File: src/rtl/perf_sampler.sv
// Wishbone-mapped bus activity sampler: counts ack pulses on two monitored buses per
// programmable window and queues {A0,A1} samples in a small FIFO read back through DATA.
module perf_sampler #(
    parameter logic [31:0] BASE       = 32'h9900_0010,
    parameter int unsigned DEPTH      = 8,
    parameter logic [31:0] PERIOD_RST = 32'd1000
) (
    input  logic        clk,
    input  logic        rst_n,
    input  logic        wb_cyc,
    input  logic        wb_stb,
    input  logic        wb_we,
    input  logic [31:0] wb_adr,
    input  logic [31:0] wb_wdat,
    output logic [31:0] wb_rdat,
    output logic        wb_ack,
    output logic        wb_err,
    output logic        wb_rty,
    input  logic        m0_ack,
    input  logic        m1_ack
);

    localparam int unsigned PTR_W = (DEPTH > 1) ? $clog2(DEPTH) : 1;
    localparam int unsigned LVL_W = 5;
    localparam logic [LVL_W-1:0] LVL_FULL = LVL_W'(DEPTH);

    localparam logic [31:0] ADR_CTRL   = BASE;
    localparam logic [31:0] ADR_PERIOD = BASE + 32'h4;
    localparam logic [31:0] ADR_STATUS = BASE + 32'h8;
    localparam logic [31:0] ADR_DATA   = BASE + 32'hC;

    localparam logic [0:0] IDLE = 1'b0;
    localparam logic [0:0] RUN  = 1'b1;

    logic [0:0]       state_q;
    logic [0:0]       state_d;
    logic             bus_ready_q;
    logic [31:0]      period_q;
    logic [31:0]      tmr_q;
    logic [15:0]      a0_q;
    logic [15:0]      a1_q;
    logic             ovf_q;
    logic [LVL_W-1:0] level_q;
    logic [PTR_W-1:0] wptr_q;
    logic [PTR_W-1:0] rptr_q;
    logic [31:0]      mem [DEPTH];

    logic             acc;
    logic             wr_ctrl;
    logic             wr_period;
    logic             rd_data;
    logic             clr;
    logic             start_run;
    logic             tick;
    logic             push;
    logic             pop;
    logic             push_ok;
    logic             ovf_set;
    logic             fifo_full;
    logic             fifo_empty;
    logic [31:0]      reload;
    logic [15:0]      a0_inc;
    logic [15:0]      a1_inc;
    logic [31:0]      rd_val;

    assign wb_err = 1'b0;
    assign wb_rty = 1'b0;

    // A transaction only counts once the strobe has been seen low after reset,
    // so an access interrupted by reset is never acknowledged.
    assign acc       = wb_cyc & wb_stb & ~wb_ack & bus_ready_q;
    assign wr_ctrl   = acc & wb_we & (wb_adr == ADR_CTRL);
    assign wr_period = acc & wb_we & (wb_adr == ADR_PERIOD);
    assign rd_data   = acc & ~wb_we & (wb_adr == ADR_DATA);
    assign clr       = wr_ctrl & wb_wdat[1];

    assign fifo_full  = (level_q == LVL_FULL);
    assign fifo_empty = (level_q == '0);
    assign reload     = (period_q == 32'd0) ? 32'd0 : period_q - 32'd1;
    assign a0_inc     = (a0_q == 16'hFFFF) ? a0_q : a0_q + 16'(m0_ack);
    assign a1_inc     = (a1_q == 16'hFFFF) ? a1_q : a1_q + 16'(m1_ack);

    // State register
    always_ff @(posedge clk or negedge rst_n) begin
        if (!rst_n) begin
            state_q <= IDLE;
        end else begin
            state_q <= state_d;
        end
    end

    // Next state and per-cycle sampling controls
    always_comb begin
        state_d   = state_q;
        start_run = 1'b0;
        tick      = 1'b0;
        push      = 1'b0;
        case (state_q)
            IDLE: begin
                if (wr_ctrl && wb_wdat[0]) begin
                    state_d   = RUN;
                    start_run = 1'b1;
                end
            end
            RUN: begin
                tick = 1'b1;
                push = (tmr_q == 32'd0);
                if (wr_ctrl && !wb_wdat[0]) begin
                    state_d = IDLE;
                end
            end
            default: state_d = IDLE;
        endcase
    end

    // Simultaneous push and pop always succeed, even when full
    assign pop     = rd_data & ~fifo_empty;
    assign push_ok = push & ~clr & (~fifo_full | pop);
    assign ovf_set = push & ~clr & fifo_full & ~pop;

    // Register read mux
    always_comb begin
        rd_val = 32'd0;
        if (wb_adr == ADR_CTRL) begin
            rd_val = {31'd0, state_q == RUN};
        end else if (wb_adr == ADR_PERIOD) begin
            rd_val = period_q;
        end else if (wb_adr == ADR_STATUS) begin
            rd_val = {24'd0, ovf_q, fifo_full, fifo_empty, level_q};
        end else if (wb_adr == ADR_DATA) begin
            rd_val = fifo_empty ? 32'd0 : mem[rptr_q];
        end
    end

    // Bus response
    always_ff @(posedge clk or negedge rst_n) begin
        if (!rst_n) begin
            bus_ready_q <= 1'b0;
            wb_ack      <= 1'b0;
            wb_rdat     <= 32'd0;
        end else begin
            if (!(wb_cyc && wb_stb)) begin
                bus_ready_q <= 1'b1;
            end
            wb_ack  <= acc;
            wb_rdat <= (acc && !wb_we) ? rd_val : 32'd0;
        end
    end

    // Window timer, accumulators, period register
    always_ff @(posedge clk or negedge rst_n) begin
        if (!rst_n) begin
            period_q <= PERIOD_RST;
            tmr_q    <= 32'd0;
            a0_q     <= 16'd0;
            a1_q     <= 16'd0;
        end else begin
            if (wr_period) begin
                period_q <= wb_wdat;
            end
            if (start_run) begin
                tmr_q <= reload;
                a0_q  <= 16'd0;
                a1_q  <= 16'd0;
            end else if (tick) begin
                if (tmr_q == 32'd0) begin
                    tmr_q <= reload;
                    a0_q  <= 16'd0;
                    a1_q  <= 16'd0;
                end else begin
                    tmr_q <= tmr_q - 32'd1;
                    a0_q  <= a0_inc;
                    a1_q  <= a1_inc;
                end
            end
        end
    end

    // FIFO bookkeeping
    always_ff @(posedge clk or negedge rst_n) begin
        if (!rst_n) begin
            level_q <= '0;
            wptr_q  <= '0;
            rptr_q  <= '0;
            ovf_q   <= 1'b0;
        end else if (clr) begin
            level_q <= '0;
            wptr_q  <= '0;
            rptr_q  <= '0;
            ovf_q   <= 1'b0;
        end else begin
            if (push_ok) begin
                wptr_q <= wptr_q + PTR_W'(1);
            end
            if (pop) begin
                rptr_q <= rptr_q + PTR_W'(1);
            end
            if (ovf_set) begin
                ovf_q <= 1'b1;
            end
            if (push_ok && !pop) begin
                level_q <= level_q + LVL_W'(1);
            end else if (pop && !push_ok) begin
                level_q <= level_q - LVL_W'(1);
            end
        end
    end

    // Sample storage
    always_ff @(posedge clk) begin
        if (push_ok) begin
            mem[wptr_q] <= {a0_inc, a1_inc};
        end
    end

endmodule

File: config.mk
export PLATFORM = sky130hd
export DESIGN_NAME = perf_sampler
export DESIGN_NICKNAME = d
export VERILOG_FILES = /design/src/rtl/perf_sampler.sv
export SDC_FILE = /design/constraint.sdc
export NUM_CORES = 1
export LEC_CHECK = 0
export ABC_AREA = 1
export BUFFER_PORTS_ARGS = -buffer_cell sky130_fd_sc_hd__clkbuf_2
export CAP_MARGIN = 20
export CORE_MARGIN = 1.5
export CORE_UTILIZATION = 53
export DETAILED_ROUTE_END_ITERATION = 12
export GPL_ROUTABILITY_DRIVEN = 0
export PLACE_DENSITY = 0.71
export SLEW_MARGIN = 20
export SYNTH_ARGS = -nofsm -noshare
export SYNTH_HDL_FRONTEND = slang
export SYNTH_SLANG_ARGS = --single-unit
export TNS_END_PERCENT = 30
File: constraint.sdc
create_clock -name clk -period 10 [get_ports clk]
set_input_delay 1 -clock clk [delete_from_list [all_inputs] [get_ports clk]]
set_output_delay 1 -clock clk [all_outputs]
set_load 0.02 [all_outputs]
==> impl_results.md <==
- Result of the run: finished, final reports clean
- Count of hold-fix buffers inserted at cts: 0
- Net load switching power: 0.851 mW
- Comb pwr share: 6.2%
- Row count: 69
- Ant. Diodes: 0
- Die footprint: 0.0369 mm²
- Floorplan die width: 192 µm
- Clock slew seen by the registers of the worst setup and hold paths: 0.06 ns
- Crit path max fanout: 98
- Max_slew headroom: 32.7%
- Final worst path period share: 32.4%
- Via count: 14,700
- Required time at the endpoint of the critical path: 10.41 ns
- Pwr Density: 175 mW/mm²
- Number of hold violations in the final report: 0
- Count of port buffers added during placement: 103
- Number of buffers added for setup after CTS: 0
- Final clock skew: 0.0262 ns
- Number of enable-type register cells in the synthesized netlist: 256
- Depth of the CTS H-tree: 2
- Sequential element share of the synthesized area: 59.5%
- Cell area after placement: 0.0198 mm²
- Most frequent cell on the critical path: nand2_1
- Number of violations of the max-capacitance limit: 0
- Final core area utilization: 60.0%
- Net count of the finished layout: 2,137
- Slew at the pin closest to its max-slew limit: 1.01 ns
- Starting density of the core: 53.5%
- R2r worst-path depth: 8
- Average wire per standard cell: 19.5 µm
- Sort of element at the end of the critical path: register
- Top_reg_cell synth: edfxtp_1
- Largest stage delay, worst path: 0.84 ns
- CTS sink count: 399
- Endpoint arrival time on the critical path: 3.66 ns
- Area Growth Syn to Fin: 12.1%
- Final HPWL DP: 31.3 mm
- Placeable Area: 0.0354 mm²
- Vias/cell: 5.78
- Total Routing Usage GR: 27.4%
- Antenna violations before repair: 0
- Drt total wl: 49.8 mm
- RSZ-0062 raised after global routing: false
- Via count of the first global-routing pass: 13,900
- Portion of total power attributed to sequential cells: 51.0%
- TritonCTS buffer count: 41
- Number of antenna-violating nets in the routed design: 0
- Share of cells above drive strength 1: 12.4%
- Slack of the critical path: 6.76 ns
- Final number of max-transition violations: 0
- Overall power after layout: 3.72 mW
- Final Critical Period: 3.24 ns
- Maximum achievable frequency: 0.308 GHz
- Hold Crit Depth: 2
- Fraction of synthesized cell area taken by the top area cell type: 40.6%
- Cell count after synthesis: 1,974
- Setup TNS: 0 ns
- Switching share of power: 22.9%
- Critical path launch point: rptr_q[0]
- Syn. warnings: 0
- Initial DRC Count: 1,446
- Detailed-routing iteration count for the pre-antenna-repair pass: 5
- CTS tree: done
- Most used standard cell by instance count after synthesis: nand2_1
- Proportion of synthesized flip-flops having asynchronous set or reset: 35.8%
- Critical hold path startpoint: period_q[1]
- Reg2Reg Setup Slack: 6.76 ns
- Clock latency at the later pin of the worst-skew pair: 0.55 ns
- Global-route wire length before repair: 77.3 mm
- Startpoint types: register
- Clock Power Share: 42.8%
- Synth cell count leaders: 389 x nand2_1, 290 x nor2_1, 256 x edfxtp_1
- Number of distinct library cell variants in the gate-level netlist after synthesis: 48
- Count of endpoints failing setup in the final report: 0
- Post-CTS Resized: 0
- Ordered cell list for the critical path: clkinv_2, buf_4, o21ai_0, o22ai_1, nand2_1, nand2_1, a21oi_1, a211oi_1
- Critical register-to-register path startpoint: rptr_q[0]
- Total congestion overflow: 0
- Clock root buffer: clkbuf_16
- Number of DRC violations after detailed routing: 0
- Cell taking the most area after synthesis: edfxtp_1
- Type of the tightest min-delay check: reg -> reg
- I/O pin count: 106
- Average cell area after synthesis: 9.59 µm²
- Number of synthesized register bits: 399
- Pre-CTS worst setup slack: 6.43 ns
- Highest-delay cell along the critical path: buf_4
- Final design instance area without fill: 0.0212 mm²
- Worst vdd ir: 148 µV
- Largest net degree at the start of global routing: 99
- Area of the mapped netlist: 0.0189 mm²
- Total internal power: 2.87 mW
- DIE HEIGHT: 192 µm
- Leakage power figure: 8.59 nW
- Top post-synthesis cells by area: edfxtp_1 41%, dfrtp_1 18%, nand2_1 7.7%, nor2_1 5.7%, o21ai_0 4.7%
- Largest buffer count on any clock path: 3
- Kind of critical path: reg -> reg
logic make-up after synthesis:
group,count (synthesis),share of synthesized area (%)
buf+inv,231,5.07
simple gates,901,20.4
other cells,1,0.0198
fa+ha+maj,14,0.965
flops,399,59.5
xor+xnor,69,3.19
compound gates,355,10.6
mux,4,0.211
power by group through the flow:
stage	clock network, mW	logic [mW]	registers (mW)
6_report	1.59	0.230	1.90
5_1_grt	1.67	0.265	1.90
4_1_cts	1.61	0.233	1.90
3_5_place_dp	0	0.232	1.93
3_3_place_gp	0	0.223	1.93
2_1_floorplan	0	0.144	1.92
through the flow:
| stage | hold WS, ns | cells |
|---|---|---|
| 2_1_floorplan | 0.442 | 1975 |
| 3_3_place_gp | 0.455 | 2470 |
| 3_5_place_dp | 0.459 | 2470 |
| 4_1_cts | 0.474 | 2546 |
| 5_1_grt | 0.500 | 2546 |
| 6_report | 0.472 | 2546 |
sequential cells by signal, indices dropped and copies added, names as in the netlist, named ones only:
register and cells:
ovf_q 1, tmr_q 32, period_q 32, wb_rdat 32, a0_q 16, bus_ready_q 1
wb_ack 1, level_q 5, mem 256, rptr_q 3, wptr_q 3, a1_q 16
cells in the final DEF (no fill, tap or decap), types with 42 or more instances in the layout:
cell type / instances
nand2_1: 388
nor2_1: 290
edfxtp_1: 256
o21ai_0: 176
dfrtp_1: 135
inv_1: 133
nand3_1: 113
clkbuf_2: 102
o22ai_1: 72
xor2_1: 58
a21oi_1: 45
clkbuf_16: 42
layout make-up:
cell class	count	area (µm²)
Multi-Input combinational cell	1345	6750
Sequential cell	399	11300
Tap cell	461	577
Inverter	144	542
Clock inverter	25	288
Timing Repair Buffer	121	657
Clock buffer	51	1130
Fill cell	2977	14200
layer usage:
layer | share of wire [%] | wire length [µm] | vias to the layer above | GRT usage [%]
met5 | 0 | 0 | - | 0
met3 | 7.4 | 3680 | 120 | 4.17
met4 | 3.3 | 1670 | 0 | 9.84
met1 | 42 | 20800 | 7050 | 37.9
li1 | - | - | 6921 | -
met2 | 47 | 23600 | 634 | 44.3
worst paths after layout:
| check | endpoint |
|---|---|
| setup / recovery | wb_rdat[14] |
| hold / removal | period_q[1] |
| setup reg to reg | wb_rdat[14] |
| hold reg to reg | period_q[1] |
| max in group asynchronous | rptr_q[0] |
| min in group asynchronous | tmr_q[19] |
worst max-delay path: cells and delay by family (launching register included):
| family | cells | cell delay (ns) |
|---|---|---|
| buf+inv | 2 | 1.26 |
| compound gates | 4 | 0.76 |
| flops | 1 | 0.71 |
| simple gates | 2 | 0.30 |
No activity file was read; power rests on OpenSTA's default activity.
